[config.mk]
export PLATFORM = sky130hd
export DESIGN_NAME = raw10_unpacker_flat
export DESIGN_NICKNAME = d
export VERILOG_FILES = /design/src/rtl/raw10_unpacker_pkg.sv /design/src/rtl/raw10_unpacker_if.sv /design/src/rtl/raw10_group_shift.sv /design/src/rtl/raw10_unpacker.sv /design/src/flat_wrapper.sv
export SDC_FILE = /design/constraint.sdc
export NUM_CORES = 1
export LEC_CHECK = 0
export CAP_MARGIN = 40
export CORE_UTILIZATION = 58
export CTS_CLUSTER_DIAMETER = 200
export DETAILED_ROUTE_END_ITERATION = 10
export GPL_TIMING_DRIVEN = 0
export HOLD_SLACK_MARGIN = 0.08
export PLACE_DENSITY = 0.81
export SLEW_MARGIN = 0
export SYNTH_ARGS = -nofsm -noshare
export SYNTH_HDL_FRONTEND = slang
export SYNTH_SLANG_ARGS = --single-unit
[constraint.sdc]
create_clock -name byte_clk -period 5.4 [get_ports byte_clk]
set_input_delay 0.54 -clock byte_clk [delete_from_list [all_inputs] [get_ports byte_clk]]
set_output_delay 0.54 -clock byte_clk [all_outputs]
set_load 0.03 [all_outputs]
[src/rtl/raw10_unpacker_pkg.sv]
// raw10_unpacker_pkg: shared CSI constants, FSM encoding and data-type helper.
package raw10_unpacker_pkg;
    typedef enum logic [1:0] {ST_IDLE, ST_FRAME, ST_LINE, ST_DRAIN} state_e;
    localparam logic [5:0] DT_RAW10 = 6'h2B;
    localparam int GROUP_BYTES = 5;
    function automatic logic is_raw10(input logic [5:0] dt);
        return dt == DT_RAW10;
    endfunction
endpackage

[src/rtl/raw10_unpacker_if.sv]
// raw10_unpacker_if: packet-layer byte stream in, unpacked pixel stream out.
interface raw10_unpacker_if #(
    parameter int ADDR_W = 25,
    parameter int X_W    = 12,
    parameter int Y_W    = 12
);
    logic              fs;
    logic              fe;
    logic              ls;
    logic [15:0]       word_cnt;
    logic              byte_valid;
    logic [7:0]        byte_data;
    logic              pix_valid;
    logic [9:0]        pix_data;
    logic [X_W-1:0]    pix_x;
    logic [Y_W-1:0]    pix_y;
    logic [ADDR_W-1:0] pix_addr;
    logic              frame_active;
    logic              line_done;
    logic              err_len;
    logic              err_trunc;
    modport slave (
        input  fs, fe, ls, word_cnt, byte_valid, byte_data,
        output pix_valid, pix_data, pix_x, pix_y, pix_addr, frame_active, line_done, err_len, err_trunc
    );
    modport master (
        output fs, fe, ls, word_cnt, byte_valid, byte_data,
        input  pix_valid, pix_data, pix_x, pix_y, pix_addr, frame_active, line_done, err_len, err_trunc
    );
endinterface

[src/rtl/raw10_group_shift.sv]
// raw10_group_shift: collects four MSB bytes plus the LSB byte, then shifts out four 10-bit pixels.
module raw10_group_shift
    import raw10_unpacker_pkg::*;
(
    input  logic       clk,
    input  logic       rst,
    input  logic       cap_clr_i,
    input  logic       out_clr_i,
    input  logic       byte_valid_i,
    input  logic [7:0] byte_data_i,
    output logic       pix_valid_o,
    output logic [9:0] pix_data_o,
    output logic       last_o
);
    logic [2:0]  pos_q, pos_d, cnt_q, cnt_d;
    logic [31:0] cap_q, cap_d, msb_q, msb_d;
    logic [7:0]  lsb_q, lsb_d;
    logic        load;
    assign load = byte_valid_i && pos_q == 3'(GROUP_BYTES - 1);
    // The LSB byte goes straight to the shifter so P0 appears the cycle after it.
    always_comb begin
        pos_d = (cap_clr_i || out_clr_i || load) ? 3'd0 : pos_q + 3'(byte_valid_i);
        cap_d = cap_q;
        if (out_clr_i) cap_d = '0;
        else if (byte_valid_i && !load) cap_d[{pos_q, 3'b000} +: 8] = byte_data_i;
        msb_d = {8'd0, msb_q[31:8]};
        lsb_d = {2'd0, lsb_q[7:2]};
        cnt_d = cnt_q - 3'(cnt_q != 3'd0);
        if (out_clr_i) begin
            msb_d = '0;
            lsb_d = '0;
            cnt_d = '0;
        end else if (load) begin
            msb_d = cap_q;
            lsb_d = byte_data_i;
            cnt_d = 3'd4;
        end
    end
    always_ff @(posedge clk or posedge rst) begin
        if (rst) begin
            pos_q <= '0;
            cnt_q <= '0;
            cap_q <= '0;
            msb_q <= '0;
            lsb_q <= '0;
        end else begin
            pos_q <= pos_d;
            cnt_q <= cnt_d;
            cap_q <= cap_d;
            msb_q <= msb_d;
            lsb_q <= lsb_d;
        end
    end
    assign pix_valid_o = cnt_q != 3'd0;
    assign pix_data_o  = {msb_q[7:0], lsb_q[1:0]};
    assign last_o      = cnt_q <= 3'd1;
endmodule

[src/rtl/raw10_unpacker.sv]
// raw10_unpacker: frame/line tracking around the RAW10 group shifter, with
// pixel coordinates, line-done pulses and sticky length/truncation errors.
module raw10_unpacker
    import raw10_unpacker_pkg::*;
#(
    parameter int ADDR_W = 25,
    parameter int X_W    = 12,
    parameter int Y_W    = 12
) (
    input logic              byte_clk,
    input logic              reset,
    raw10_unpacker_if.slave  bus
);
    state_e            state_q, state_d;
    logic [X_W-1:0]    x_q, x_d, bcnt_q, bcnt_d;
    logic [Y_W-1:0]    y_q, y_d;
    logic [ADDR_W-1:0] addr_q, addr_d;
    logic [15:0]       wc_q, wc_d;
    logic              fa_q, fa_d, ld_q, ld_d, el_q, el_d, et_q, et_d;
    logic              pv, last, out_clr, take;
    logic [9:0]        pdata;
    always_comb begin
        state_d = state_q;
        x_d     = x_q + X_W'(pv);
        addr_d  = addr_q + ADDR_W'(pv);
        y_d     = y_q;
        wc_d    = wc_q;
        bcnt_d  = bcnt_q;
        fa_d    = fa_q;
        ld_d    = 1'b0;
        el_d    = el_q;
        et_d    = et_q;
        out_clr = 1'b0;
        take    = 1'b0;
        unique case (state_q)
            ST_IDLE: begin
                if (bus.fs) begin
                    el_d = 1'b0;
                    et_d = 1'b0;
                end
            end
            ST_FRAME: begin
                if (!bus.fs && bus.fe) begin
                    state_d = ST_IDLE;
                    fa_d    = 1'b0;
                end else if (!bus.fs && bus.ls) begin
                    el_d = el_q | (bus.word_cnt % 16'd5 != 16'd0);
                    if (bus.word_cnt == 16'd0) begin
                        ld_d = 1'b1;
                        y_d  = y_q + Y_W'(1);
                    end else begin
                        state_d = ST_LINE;
                        wc_d    = bus.word_cnt;
                        bcnt_d  = '0;
                        x_d     = '0;
                    end
                end
            end
            default: begin
                if (bus.fs || bus.fe) begin
                    et_d    = 1'b1;
                    out_clr = 1'b1;
                    state_d = ST_IDLE;
                    fa_d    = 1'b0;
                end else if (state_q == ST_LINE) begin
                    if (bus.byte_valid) begin
                        take   = 1'b1;
                        bcnt_d = bcnt_q + X_W'(1);
                        if (16'(bcnt_d) == wc_q) state_d = ST_DRAIN;
                    end
                end else if (last) begin
                    ld_d    = 1'b1;
                    y_d     = y_q + Y_W'(1);
                    state_d = ST_FRAME;
                end
            end
        endcase
        // A frame start in any state restarts the frame; errors survive unless coming from IDLE.
        if (bus.fs) begin
            state_d = ST_FRAME;
            fa_d    = 1'b1;
            x_d     = '0;
            y_d     = '0;
            addr_d  = '0;
        end
    end
    always_ff @(posedge byte_clk or posedge reset) begin
        if (reset) begin
            state_q <= ST_IDLE;
            x_q     <= '0;
            y_q     <= '0;
            addr_q  <= '0;
            wc_q    <= '0;
            bcnt_q  <= '0;
            fa_q    <= 1'b0;
            ld_q    <= 1'b0;
            el_q    <= 1'b0;
            et_q    <= 1'b0;
        end else begin
            state_q <= state_d;
            x_q     <= x_d;
            y_q     <= y_d;
            addr_q  <= addr_d;
            wc_q    <= wc_d;
            bcnt_q  <= bcnt_d;
            fa_q    <= fa_d;
            ld_q    <= ld_d;
            el_q    <= el_d;
            et_q    <= et_d;
        end
    end
    raw10_group_shift u_shift (
        .clk          (byte_clk),
        .rst          (reset),
        .cap_clr_i    (state_q != ST_LINE),
        .out_clr_i    (out_clr),
        .byte_valid_i (take),
        .byte_data_i  (bus.byte_data),
        .pix_valid_o  (pv),
        .pix_data_o   (pdata),
        .last_o       (last)
    );
    assign bus.pix_valid    = pv;
    assign bus.pix_data     = pdata;
    assign bus.pix_x        = x_q;
    assign bus.pix_y        = y_q;
    assign bus.pix_addr     = addr_q;
    assign bus.frame_active = fa_q;
    assign bus.line_done    = ld_q;
    assign bus.err_len      = el_q;
    assign bus.err_trunc    = et_q;
endmodule

[src/flat_wrapper.sv]
// flat-port wrapper written by rule: the top's interface ports become plain ports
module raw10_unpacker_flat import raw10_unpacker_pkg::*;
#(
    parameter int ADDR_W = 25,
    parameter int X_W    = 12,
    parameter int Y_W    = 12
)
  (byte_clk, reset, bus_fs, bus_fe, bus_ls, bus_word_cnt, bus_byte_valid, bus_byte_data, bus_pix_valid, bus_pix_data, bus_pix_x, bus_pix_y, bus_pix_addr, bus_frame_active, bus_line_done, bus_err_len, bus_err_trunc);
  raw10_unpacker_if #(.ADDR_W(ADDR_W), .X_W(X_W), .Y_W(Y_W)) bus_i ();
  input logic byte_clk;
  input logic reset;
  input wire logic [$bits(bus_i.fs)-1:0] bus_fs;
  input wire logic [$bits(bus_i.fe)-1:0] bus_fe;
  input wire logic [$bits(bus_i.ls)-1:0] bus_ls;
  input wire logic [$bits(bus_i.word_cnt)-1:0] bus_word_cnt;
  input wire logic [$bits(bus_i.byte_valid)-1:0] bus_byte_valid;
  input wire logic [$bits(bus_i.byte_data)-1:0] bus_byte_data;
  output wire logic [$bits(bus_i.pix_valid)-1:0] bus_pix_valid;
  output wire logic [$bits(bus_i.pix_data)-1:0] bus_pix_data;
  output wire logic [$bits(bus_i.pix_x)-1:0] bus_pix_x;
  output wire logic [$bits(bus_i.pix_y)-1:0] bus_pix_y;
  output wire logic [$bits(bus_i.pix_addr)-1:0] bus_pix_addr;
  output wire logic [$bits(bus_i.frame_active)-1:0] bus_frame_active;
  output wire logic [$bits(bus_i.line_done)-1:0] bus_line_done;
  output wire logic [$bits(bus_i.err_len)-1:0] bus_err_len;
  output wire logic [$bits(bus_i.err_trunc)-1:0] bus_err_trunc;
  assign bus_i.fs = bus_fs;
  assign bus_i.fe = bus_fe;
  assign bus_i.ls = bus_ls;
  assign bus_i.word_cnt = bus_word_cnt;
  assign bus_i.byte_valid = bus_byte_valid;
  assign bus_i.byte_data = bus_byte_data;
  assign bus_pix_valid = bus_i.pix_valid;
  assign bus_pix_data = bus_i.pix_data;
  assign bus_pix_x = bus_i.pix_x;
  assign bus_pix_y = bus_i.pix_y;
  assign bus_pix_addr = bus_i.pix_addr;
  assign bus_frame_active = bus_i.frame_active;
  assign bus_line_done = bus_i.line_done;
  assign bus_err_len = bus_i.err_len;
  assign bus_err_trunc = bus_i.err_trunc;
  raw10_unpacker #(.ADDR_W(ADDR_W), .X_W(X_W), .Y_W(Y_W)) u_core (.byte_clk(byte_clk), .reset(reset), .bus(bus_i));
endmodule
==> results of run 1 <==
-- power groups by stage --
stage	Sequential (mW)	Clock [mW]	Combinational (mW)
floorplan	1.44	0	0.584
global placement	1.41	0	0.856
detailed placement	1.41	0	0.880
CTS	1.39	1.35	0.891
global route	1.40	1.41	1.01
finish	1.39	1.34	0.914
-- cell usage after synthesis (4+ instances only) --
cell type / count
buf_4: 16
inv_1: 30
or2_2: 4
and3_1: 36
nand4_1: 23
buf_2: 13
o22ai_1: 6
ha_1: 19
dfrtp_1: 161
nand3_1: 44
nand2b_1: 7
nor4_1: 9
xor2_1: 31
a31oi_1: 8
o21ai_0: 57
o31ai_1: 7
a22o_1: 4
nor3b_1: 5
a211oi_1: 5
or3_1: 14
a21oi_1: 76
mux2_2: 4
and2_1: 5
nor2b_1: 7
o221ai_1: 5
nor2_1: 98
nand2_1: 149
clkbuf_1: 45
mux2i_1: 21
xnor2_1: 39
o211ai_1: 5
or4_1: 4
nor3_1: 22
-- sequential cells by signal, summed over array words and instances (netlist names), 3 cells and up --
name / cells
u_core.u_shift.cap_q: 32
u_core.u_shift.msb_q: 32
u_core.bus.pix_addr: 25
u_core.wc_q: 16
u_core.bcnt_q: 12
u_core.bus.pix_x: 12
u_core.bus.pix_y: 12
u_core.u_shift.lsb_q: 8
u_core.u_shift.cnt_q: 3
u_core.u_shift.pos_q: 3
-- through the flow --
step	setup TNS [ns]	cells	setup WS (ns)	hold WS (ns)	power, mW
4_1_cts	0	1396	0.01836	0.4999	3.633
3_3_place_gp	-238.34	1364	-1.488	0.4823	2.261
2_1_floorplan	0	1063	0.5117	0.4689	2.022
6_report	0	1399	0.2609	0.4985	3.645
3_5_place_dp	-0.5359	1366	-0.5359	0.4908	2.287
5_1_grt	-0.01339	1399	-0.01339	0.5155	3.818
-- worst min-delay path by stage --
| stage | from | endpoint | slack [ns] | cells past startpoint |
|---|---|---|---|---|
| after global routing | u_core.u_shift.msb_q[10]$_DFF_PP0_ | u_core.u_shift.msb_q[2]$_DFF_PP0_ | 0.52 | 2 |
| after global placement | u_core.u_shift.cap_q[26]$_DFFE_PP0P_ | u_core.u_shift.msb_q[26]$_DFF_PP0_ | 0.48 | 1 |
| after CTS | u_core.u_shift.msb_q[27]$_DFF_PP0_ | u_core.u_shift.msb_q[19]$_DFF_PP0_ | 0.50 | 2 |
| after detailed placement | u_core.u_shift.msb_q[23]$_DFF_PP0_ | u_core.u_shift.msb_q[15]$_DFF_PP0_ | 0.49 | 2 |
| after floorplan | u_core.wc_q[0]$_DFFE_PP0P_ | u_core.wc_q[0]$_DFFE_PP0P_ | 0.47 | 2 |
| final | u_core.wc_q[7]$_DFFE_PP0P_ | u_core.wc_q[7]$_DFFE_PP0P_ | 0.50 | 2 |
-- critical path, delay by kind of cell --
kind / cells / cell delay, ns
AND/OR/NAND/NOR: 5 / 1.20
adder cells (fa/ha/maj): 2 / 0.67
buffers and inverters: 7 / 1.29
AO/OA/AOI/OAI: 9 / 1.80
-- routing by layer --
layer | up-vias | track usage, % | wire length (um)
li1 | 3957 | - | -
met1 | 4044 | 35.39 | 9325
met2 | 277 | 48.90 | 11570
met3 | 42 | 4.906 | 1147
met4 | 0 | 10.93 | 533
met5 | - | 0 | 0
-- area by class of cell --
cell class,count,area share [%]
clock buffer,23,4.398
tap,211,2.332
clock inverter,8,1.525
timing repair buffer,95,8.487
inverter,33,1.149
buffer,78,3.536
multi-input combinational,790,42.99
sequential,161,35.58
-- cell families after synthesis --
logic type / Yosys count / share of synthesized area (%)
adder cells (fa/ha/maj): 22 / 2.887
AND/OR/NAND/NOR: 444 / 22.94
AO/OA/AOI/OAI: 229 / 16.05
XOR/XNOR: 70 / 6.580
multiplexers: 25 / 2.739
buffers and inverters: 112 / 5.573
flip-flops: 161 / 43.24
-- timing repair --
action	4_1_cts	5_1_grt
gates resized for setup	4	23
setup buffers	0	3
setup endpoints to repair	1	1
pin swaps	0	8
==> run_results.csv, run 1 <==
group,metric,value,unit
synth,avgSynthCellArea,8.765,um^2
pwr,power_frac_seq,38.1,%
pwr,ir_worst_vdd,0.1988,mV
global_route,antenna_found_initial,0,
critical_path,path_cells,"clkdlybuf4s50_1, buf_6, and3b_4, o311ai_4, o31ai_4, buf_4, maj3_1, a21oi_2, and3_1, clkbuf_4, o21ai_1, a221oi_4, a21oi_2, buf_4, nor3_1, a31oi_1, a22oi_2, inv_2, ha_4, inv_1, a22o_1, or4_1, nand4_1",
floorplan,dieHeight,128.7,um
synth,seq_area_frac_synth,43.24,%
drt,drc,0,
critical_path,endpoint,"u_core.bus.err_len$_DFFE_PP0P_",
synth,yosysTopAreaCellShare,43.24,%
timing,setup_viol,0,
timing,slew_violations,0,
global_route,grt_pass1_vias,7670,
finish,fin_area,11320,um^2
drt,ant_nets,0,
critical_path,critPathKind,"in2reg",
timing,tightest_slew,0.7850,ns
floorplan,rows,45,
clock_network,hold_buffers,0,
drt,vias_per_cell,5.947,
finish,final_common_cell,"dfrtp_1",
finish,fin_util,73.39,%
placement,place_congestion,0.9568,
timing,finClkSkew,0.008386,ns
finish,areaGrowthSynthToFinish,21.51,%
synth,synth_warnings,0,
synth,synth_seq_cells,161,
floorplan,start_util,60.40,%
critical_path,path_max_fanout,10,
clock_network,clock_sinks,161,
timing,max_freq,194.6,MHz
floorplan,die_w,128.7,um
placement,dp_hpwl,15740,um
global_route,grt_pass1_wl,37070,um
clock_network,cts_root_buf,"clkbuf_16",
synth,mappedNetlistNets,1112,
finish,seq_area,4029,um^2
job,drv_cap,0,
clock_network,htreeDepth,4,
timing,min_period,5.139,ns
timing,fin_crit_sh,95.17,%
critical_path,critPathRequiredTime,5.75,ns
global_route,grt.overflow.total,0,
critical_path,crit_arrival,5.49,ns
synth,yosys_most_used_dff,"dfrtp_1",
synth,synthCells,1063,
synth,synth_area_leaders,"dfrtp_1, nand2_1, a21oi_1",
synth,postSynth.asyncResetShare,100.0,%
pwr,swShare,29.72,%
critical_path,rrSetupSlack,2.04,ns
clock_network,cts_made_buffers,17,
drt,wl,22580,um
pwr,p_comb_share,25.1,%
pwr,clockPowerShare,36.9,%
timing,slew_headroom,47.26,%
synth,synth_top_area_cell,"dfrtp_1",
critical_path,crit_path_end_kind,"flip-flop",
clock_network,clkTransAtPathRegs,0.06,ns
critical_path,crit_path_max_incr_delay,0.51,ns
floorplan,core_area,15430,um^2
finish,drive_gt1_share,9.428,%
finish,diodes,0,
pwr,leakagePower,4.983,nW
pwr,internal_power,2.562,mW
finish,final_cell_mix,"dfrtp_1, nand2_1, nor2_1",
clock_network,clk_latency,0.42,ns
finish,fillerInstances,1185,
synth,syn-cell-area,9318,um^2
finish,nets,1225,
global_route,grt_max_degree,85,
drt,drt_iter0_markers,614,
floorplan,die_area,16580,um^2
critical_path,r2r-start,"u_core.u_shift.pos_q[0]$_DFF_PP0_",
pwr,powerDensity,321.9,nW/um^2
drt,dr_total_vias,8320,
placement,portBuffers,90,
finish,multiInputGateArea,4867,um^2
critical_path,timing.critical_path.from,"bus_word_cnt[13]",
run_status,outcome,"finished, final reports clean",
placement,placed_cell_area,10520,um^2
hold_path,hold_path_class,"reg2reg",
clock_network,cts_tree,"built",
synth,synth_edf_count,0,
timing,final_hold_viol_count,0,
drt,post_drt_wl_per_cell,16.14,um
critical_path,reg2regPathDepth,12,
drt,first_pass_iters,5,
global_route,grtUsageTotal,28.28,%
clock_network,cts_buffer_depth,2,
synth,ys_types,88,
pwr,switching_power,1.083,mW
critical_path,crit_slowest_cell,"or4_1",
critical_path,start_kind,"input port",
critical_path,r2r-end,"u_core.u_shift.cap_q[30]$_DFFE_PP0P_",
floorplan,io_pins,94,
(Power assumes the default switching activity.)
==> inputs of run 2 (changes only) <==
--- a/config.mk
+++ b/config.mk
@@ -7,8 +7,9 @@
 export LEC_CHECK = 0
 export CAP_MARGIN = 40
 export CORE_UTILIZATION = 58
-export CTS_CLUSTER_DIAMETER = 200
+export CTS_CLUSTER_DIAMETER = 60
 export DETAILED_ROUTE_END_ITERATION = 10
+export GPL_ROUTABILITY_DRIVEN = 0
 export GPL_TIMING_DRIVEN = 0
 export HOLD_SLACK_MARGIN = 0.08
 export PLACE_DENSITY = 0.81
==> run_results.csv, run 2 (synthesis results as in run 1) <==
group,metric,value,unit
run_status,outcome,"finished, final reports clean",
placement,portBuffers,90,
finish,fin_util,73.36,%
floorplan,dieHeight,128.7,um
timing,setup_viol,0,
critical_path,crit_buf_inv,6,
drt,drt_iter0_markers,650,
finish,fillerInstances,1183,
floorplan,die_w,128.7,um
global_route,grt_pass1_wl,36920,um
finish,final_common_cell,"dfrtp_1",
timing,min_period,5.162,ns
drt,ant_nets,0,
floorplan,die_area,16580,um^2
timing,final_hold_viol_count,0,
drt,vias_per_cell,5.912,
critical_path,critPathKind,"in2reg",
critical_path,start_kind,"input port",
finish,drive_gt1_share,9.564,%
job,drv_cap,0,
timing,tightest_slew,0.7839,ns
finish,nets,1229,
floorplan,io_pins,94,
critical_path,crit_path_end_kind,"flip-flop",
global_route,grtUsageTotal,27.90,%
drt,wl,22350,um
critical_path,critPathTopFamily,"simple AND/OR/NAND/NOR gates",
critical_path,rrSetupSlack,2.22,ns
critical_path,reg2regPathDepth,12,
floorplan,start_util,60.40,%
timing,slew_headroom,47.34,%
critical_path,worst-path-stages,22,
global_route,grt.overflow.total,0,
critical_path,critPathRequiredTime,5.76,ns
placement,place_inst,1367,
placement,preCtsSetupSlack,-0.4623,ns
clock_network,cts_root_buf,"clkbuf_16",
drt,drc,0,
placement,dp_hpwl,15570,um
clock_network,clk_latency,0.43,ns
floorplan,rows,45,
timing,max_freq,193.7,MHz
global_route,grt_max_degree,76,
finish,seq_area,4029,um^2
hold_path,hold_path_class,"in2async",
pwr,ir_worst_vdd,0.1982,mV
floorplan,core_area,15430,um^2
clock_network,clkTransAtPathRegs,0.06,ns
finish,final_cell_mix,"dfrtp_1, nand2_1, nor2_1",
clock_network,cts_made_buffers,17,
finish,fin_cells,1403,
critical_path,path_max_fanout,10,
drt,post_drt_wl_per_cell,15.93,um
clock_network,cts_tree,"built",
timing,postLayoutSetupSlackWorst,0.2376,ns
drt,first_pass_iters,5,
clock_network,htreeDepth,4,
finish,diodes,0,
clock_network,clock_sinks,161,
critical_path,crit_path_max_incr_delay,0.51,ns
timing,fin_crit_sh,95.60,%
clock_network,cts_buffer_depth,2,
finish,areaGrowthSynthToFinish,21.46,%
critical_path,path_cells,"clkdlybuf4s50_1, buf_2, nand3b_1, a31oi_2, a211oi_2, or4_1, and3_4, a21oi_2, buf_6, nor2_1, a311oi_1, a21bo_2, buf_4, and3_1, o21ai_0, a22oi_2, inv_1, ha_1, inv_1, a22o_1, or4_1, nand4_1",
critical_path,crit_slowest_cell,"or4_1",
timing,slew_violations,0,
critical_path,crit_arrival,5.52,ns
global_route,grt_pass1_vias,7796,
finish,multiInputGateArea,4860,um^2
timing,finClkSkew,0.007160,ns
pwr,leakagePower,4.981,nW
global_route,antenna_found_initial,0,
pwr,powerDensity,314.1,nW/um^2
drt,dr_total_vias,8295,
run 2: changes by cell type in the layout (fill, tap and decap cells not counted), sizes merged:
cell      delta
clkinvlp     +3
clkbuf       -2
inv          -1
bufinv       -2
buf          +6
run 2: power breakdown:
group	internal [mW]	switching [mW]
combinational	0.377	0.542
clock	0.786	0.464
sequential	1.31	0.0814
total	2.47	1.09
run 2: metal layers:
layer  global-route usage [%]  part of all wire, %  up-vias
li1                         -                    -     3978
met1                    35.94                   43     3979
met2                    47.57                   50      289
met3                    4.033                  5.0       49
met4                    11.00                  2.4        0
met5                        0                    0        -
run 2: metrics by stage:
stage	instance area (um^2)	setup TNS, ns	power [mW]	hold slack [ns]
global placement	10480	-233.83	2.255	0.4829
CTS	11180	0	3.537	0.4486
detailed placement	10550	-0.4623	2.288	0.4875
floorplan	9318	0	2.022	0.4689
finish	11320	0	3.555	0.4448
global route	11320	-0.02222	3.726	0.4676
run 2: final cells by class:
type	instances	area share (%)
Multi-Input combinational cell	790	42.94
Clock buffer	23	4.400
Inverter	33	1.139
Tap cell	211	2.333
Sequential cell	161	35.60
Clock inverter	8	1.117
Buffer	78	3.538
Timing Repair Buffer	99	8.933
run 2: worst paths after layout:
kind,from,endpoint
setup / recovery,bus_word_cnt[12],u_core.bus.err_len$_DFFE_PP0P_
hold / removal,reset,u_core.bus.pix_addr[7]$_DFF_PP0_
setup reg to reg,u_core.u_shift.pos_q[0]$_DFF_PP0_,u_core.u_shift.cap_q[28]$_DFFE_PP0P_
hold reg to reg,u_core.u_shift.msb_q[22]$_DFF_PP0_,u_core.u_shift.msb_q[14]$_DFF_PP0_
max in group asynchronous,reset,u_core.wc_q[9]$_DFFE_PP0P_
min in group byte_clk,u_core.u_shift.msb_q[22]$_DFF_PP0_,u_core.u_shift.msb_q[14]$_DFF_PP0_
run 2: what timing repair did:
item                       in CTS  in global routing
gates resized for setup         1                 24
setup endpoints to repair       1                  1
buffers inserted                0                  6
hold buffers                    0                  0
pin swaps                       0                  7
==> inputs of run 3 (changes only) <==
--- a/config.mk
+++ b/config.mk
@@ -6,13 +6,13 @@
 export NUM_CORES = 1
 export LEC_CHECK = 0
 export CAP_MARGIN = 40
-export CORE_UTILIZATION = 58
+export CORE_UTILIZATION = 52
 export CTS_CLUSTER_DIAMETER = 60
 export DETAILED_ROUTE_END_ITERATION = 10
 export GPL_ROUTABILITY_DRIVEN = 0
 export GPL_TIMING_DRIVEN = 0
 export HOLD_SLACK_MARGIN = 0.08
-export PLACE_DENSITY = 0.81
+export PLACE_DENSITY = 0.77
 export SLEW_MARGIN = 0
 export SYNTH_ARGS = -nofsm -noshare
 export SYNTH_HDL_FRONTEND = slang
==> constraint.sdc (replaced) <==
create_clock -name byte_clk -period 4.5 [get_ports byte_clk]
set_input_delay 0.45 -clock byte_clk [delete_from_list [all_inputs] [get_ports byte_clk]]
set_output_delay 0.45 -clock byte_clk [all_outputs]
set_load 0.03 [all_outputs]
==> run_results.csv, run 3 (synthesis results as in run 1) <==
group,metric,value,unit
critical_path,crit_path_max_incr_delay,0.39,ns
global_route,grt.overflow.total,0,
global_route,grt_pass1_vias,7972,
clock_network,htreeDepth,4,
timing,rsz0062_at_grt,"yes",
placement,preCtsSetupSlack,-1.097,ns
global_route,grt_pass1_wl,38200,um
timing,fin_crit_sh,100.2,%
job,drv_cap,0,
clock_network,cts_made_buffers,17,
drt,dr_total_vias,8471,
drt,vias_per_cell,5.858,
drt,first_pass_iters,5,
finish,diodes,0,
critical_path,crit_slowest_cell,"or4_1",
pwr,ir_worst_vdd,0.3202,mV
critical_path,start_kind,"input port",
critical_path,path_max_fanout,10,
floorplan,rows,48,
finish,final_common_cell,"dfrtp_1",
pwr,powerDensity,368.8,nW/um^2
global_route,grt_max_degree,38,
clock_network,hold_buffers,0,
finish,final_cell_mix,"dfrtp_1, nand2_1, nor2_1",
clock_network,clk_latency,0.43,ns
pwr,clockPowerShare,34.6,%
pwr,swShare,31.83,%
floorplan,start_util,53.50,%
floorplan,dieHeight,135.9,um
finish,drive_gt1_share,14.00,%
drt,drc,0,
run_status,violations,"setup timing",
finish,areaGrowthSynthToFinish,26.47,%
critical_path,critPathRequiredTime,4.80,ns
drt,ant_nets,0,
placement,portBuffers,90,
timing,final_hold_viol_count,0,
floorplan,die_w,135.9,um
clock_network,clkTransAtPathRegs,0.07,ns
clock_network,cts_tree,"built",
clock_network,cts_buffer_depth,2,
timing,min_period,4.508,ns
pwr,power.total,4.346,mW
timing,slew_violations,0,
finish,nets,1257,
timing,max_freq,221.8,MHz
floorplan,io_pins,94,
critical_path,crit_top_cell,"buf_6",
critical_path,crit_arrival,4.81,ns
pwr,switching_power,1.384,mW
clock_network,clock_sinks,161,
pwr,power_frac_seq,38.2,%
timing,slew_headroom,46.53,%
timing,setup_viol,1,
global_route,grtUsageTotal,25.89,%
pwr,p_comb_share,27.2,%
pwr,leakagePower,5.189,nW
drt,drt_iter0_markers,745,
run_status,outcome,"complete, but fails checks",
critical_path,crit_path_end_kind,"flip-flop",
global_route,antenna_found_initial,0,
floorplan,core_area,17420,um^2
floorplan,die_area,18460,um^2
finish,fillerInstances,1357,
clock_network,cts_root_buf,"clkbuf_16",
drt,wl,23090,um
drt,post_drt_wl_per_cell,15.97,um
timing,finClkSkew,0.009446,ns
placement,dp_hpwl,15860,um
timing,postLayoutSetupSlackWorst,-0.007788,ns
timing,tightest_slew,0.7959,ns
pwr,internal_power,2.963,mW
critical_path,critPathKind,"in2reg",
hold_path,hold_path_class,"in2async",
## run 3: cell types whose count changed in the layout (fill, tap and decap cells not counted), sizes merged
cell	change
buf	+29
inv	+6
clkbuf	-4
clkdlybuf4s50	-4
clkinv	+3
clkinvlp	-2
dlygate4sd2	+2
dlymetal6s2s	-1
## run 3: timing repair
action,in CTS,in global routing
resized for setup,57,27
setup buffers,23,5
gates cloned,2,0
pin swaps,20,19
endpoints found under the setup margin,1,1
## run 3: area by class of cell
type                            instances  area [um^2]  share of cell area, %
Tap cell                              225        281.5                  2.389
Inverter                               33        133.9                  1.136
Buffer                                 79        452.9                  3.844
Sequential cell                       161         4029                  34.19
Clock buffer                           17        425.4                  3.610
Multi-Input combinational cell        790         5034                  42.72
Clock inverter                         15        193.9                  1.646
Timing Repair Buffer                  126         1234                  10.47
## run 3: routing by layer
layer | wire [um] | vias to the layer above | GRT usage [%]
met4 | 625 | 0 | 9.444
met3 | 1161 | 62 | 4.251
li1 | - | 4027 | -
met5 | 0 | - | 0
met1 | 10010 | 4085 | 33.71
met2 | 11300 | 297 | 43.40
## run 3: per-stage QoR
stage                      TNS (ns)  utilization (%)  std cells  hold WS [ns]  cell area, um^2
after floorplan            -0.05377                -       1063        0.4689             9365
after CTS                         0            66.77       1441        0.4348            11630
after global placement       -1.040            60.56       1378        0.4826            10550
after detailed placement     -1.097            61.22       1384        0.4876            10660
final                     -0.007788            67.66       1446        0.4337            11780
after global routing        -0.2069            67.66       1446        0.4580            11780
## run 3: path summary, 6_finish.rpt
path                                              startpoint                              endpoint  slack [ns]  depth (start not counted)
max reg2reg                u_core.u_shift.pos_q[0]$_DFF_PP0_  u_core.u_shift.cap_q[13]$_DFFE_PP0P_        1.26                         12
max in group asynchronous                              reset       u_core.bus.pix_y[4]$_DFFE_PP0P_        3.08                          5
min                                                    reset         u_core.bus.pix_x[7]$_DFF_PP0_        0.43                          2
min in group byte_clk                       bus_word_cnt[11]           u_core.wc_q[11]$_DFFE_PP0P_        0.47                          3
min reg2reg                 u_core.bus.err_trunc$_DFFE_PP0P_      u_core.bus.err_trunc$_DFFE_PP0P_        0.50                          1
max                                         bus_word_cnt[13]        u_core.bus.err_len$_DFFE_PP0P_      -0.008                         25
## run 3: critical path, delay by kind of cell
| family | cells | cell delay [ns] |
|---|---|---|
| fa+ha+maj | 1 | 0.22 |
| compound gates | 9 | 1.64 |
| buf+inv | 7 | 0.89 |
| xor+xnor | 1 | 0.13 |
| simple gates | 7 | 1.46 |
## run 3: power by group through the flow
stage | combinational (mW) | clock, mW | sequential (mW)
2_1_floorplan | 0.712 | 0 | 1.73
3_3_place_gp | 1.04 | 0 | 1.69
3_5_place_dp | 1.07 | 0 | 1.69
4_1_cts | 1.14 | 1.52 | 1.66
5_1_grt | 1.30 | 1.58 | 1.68
6_report | 1.18 | 1.50 | 1.66
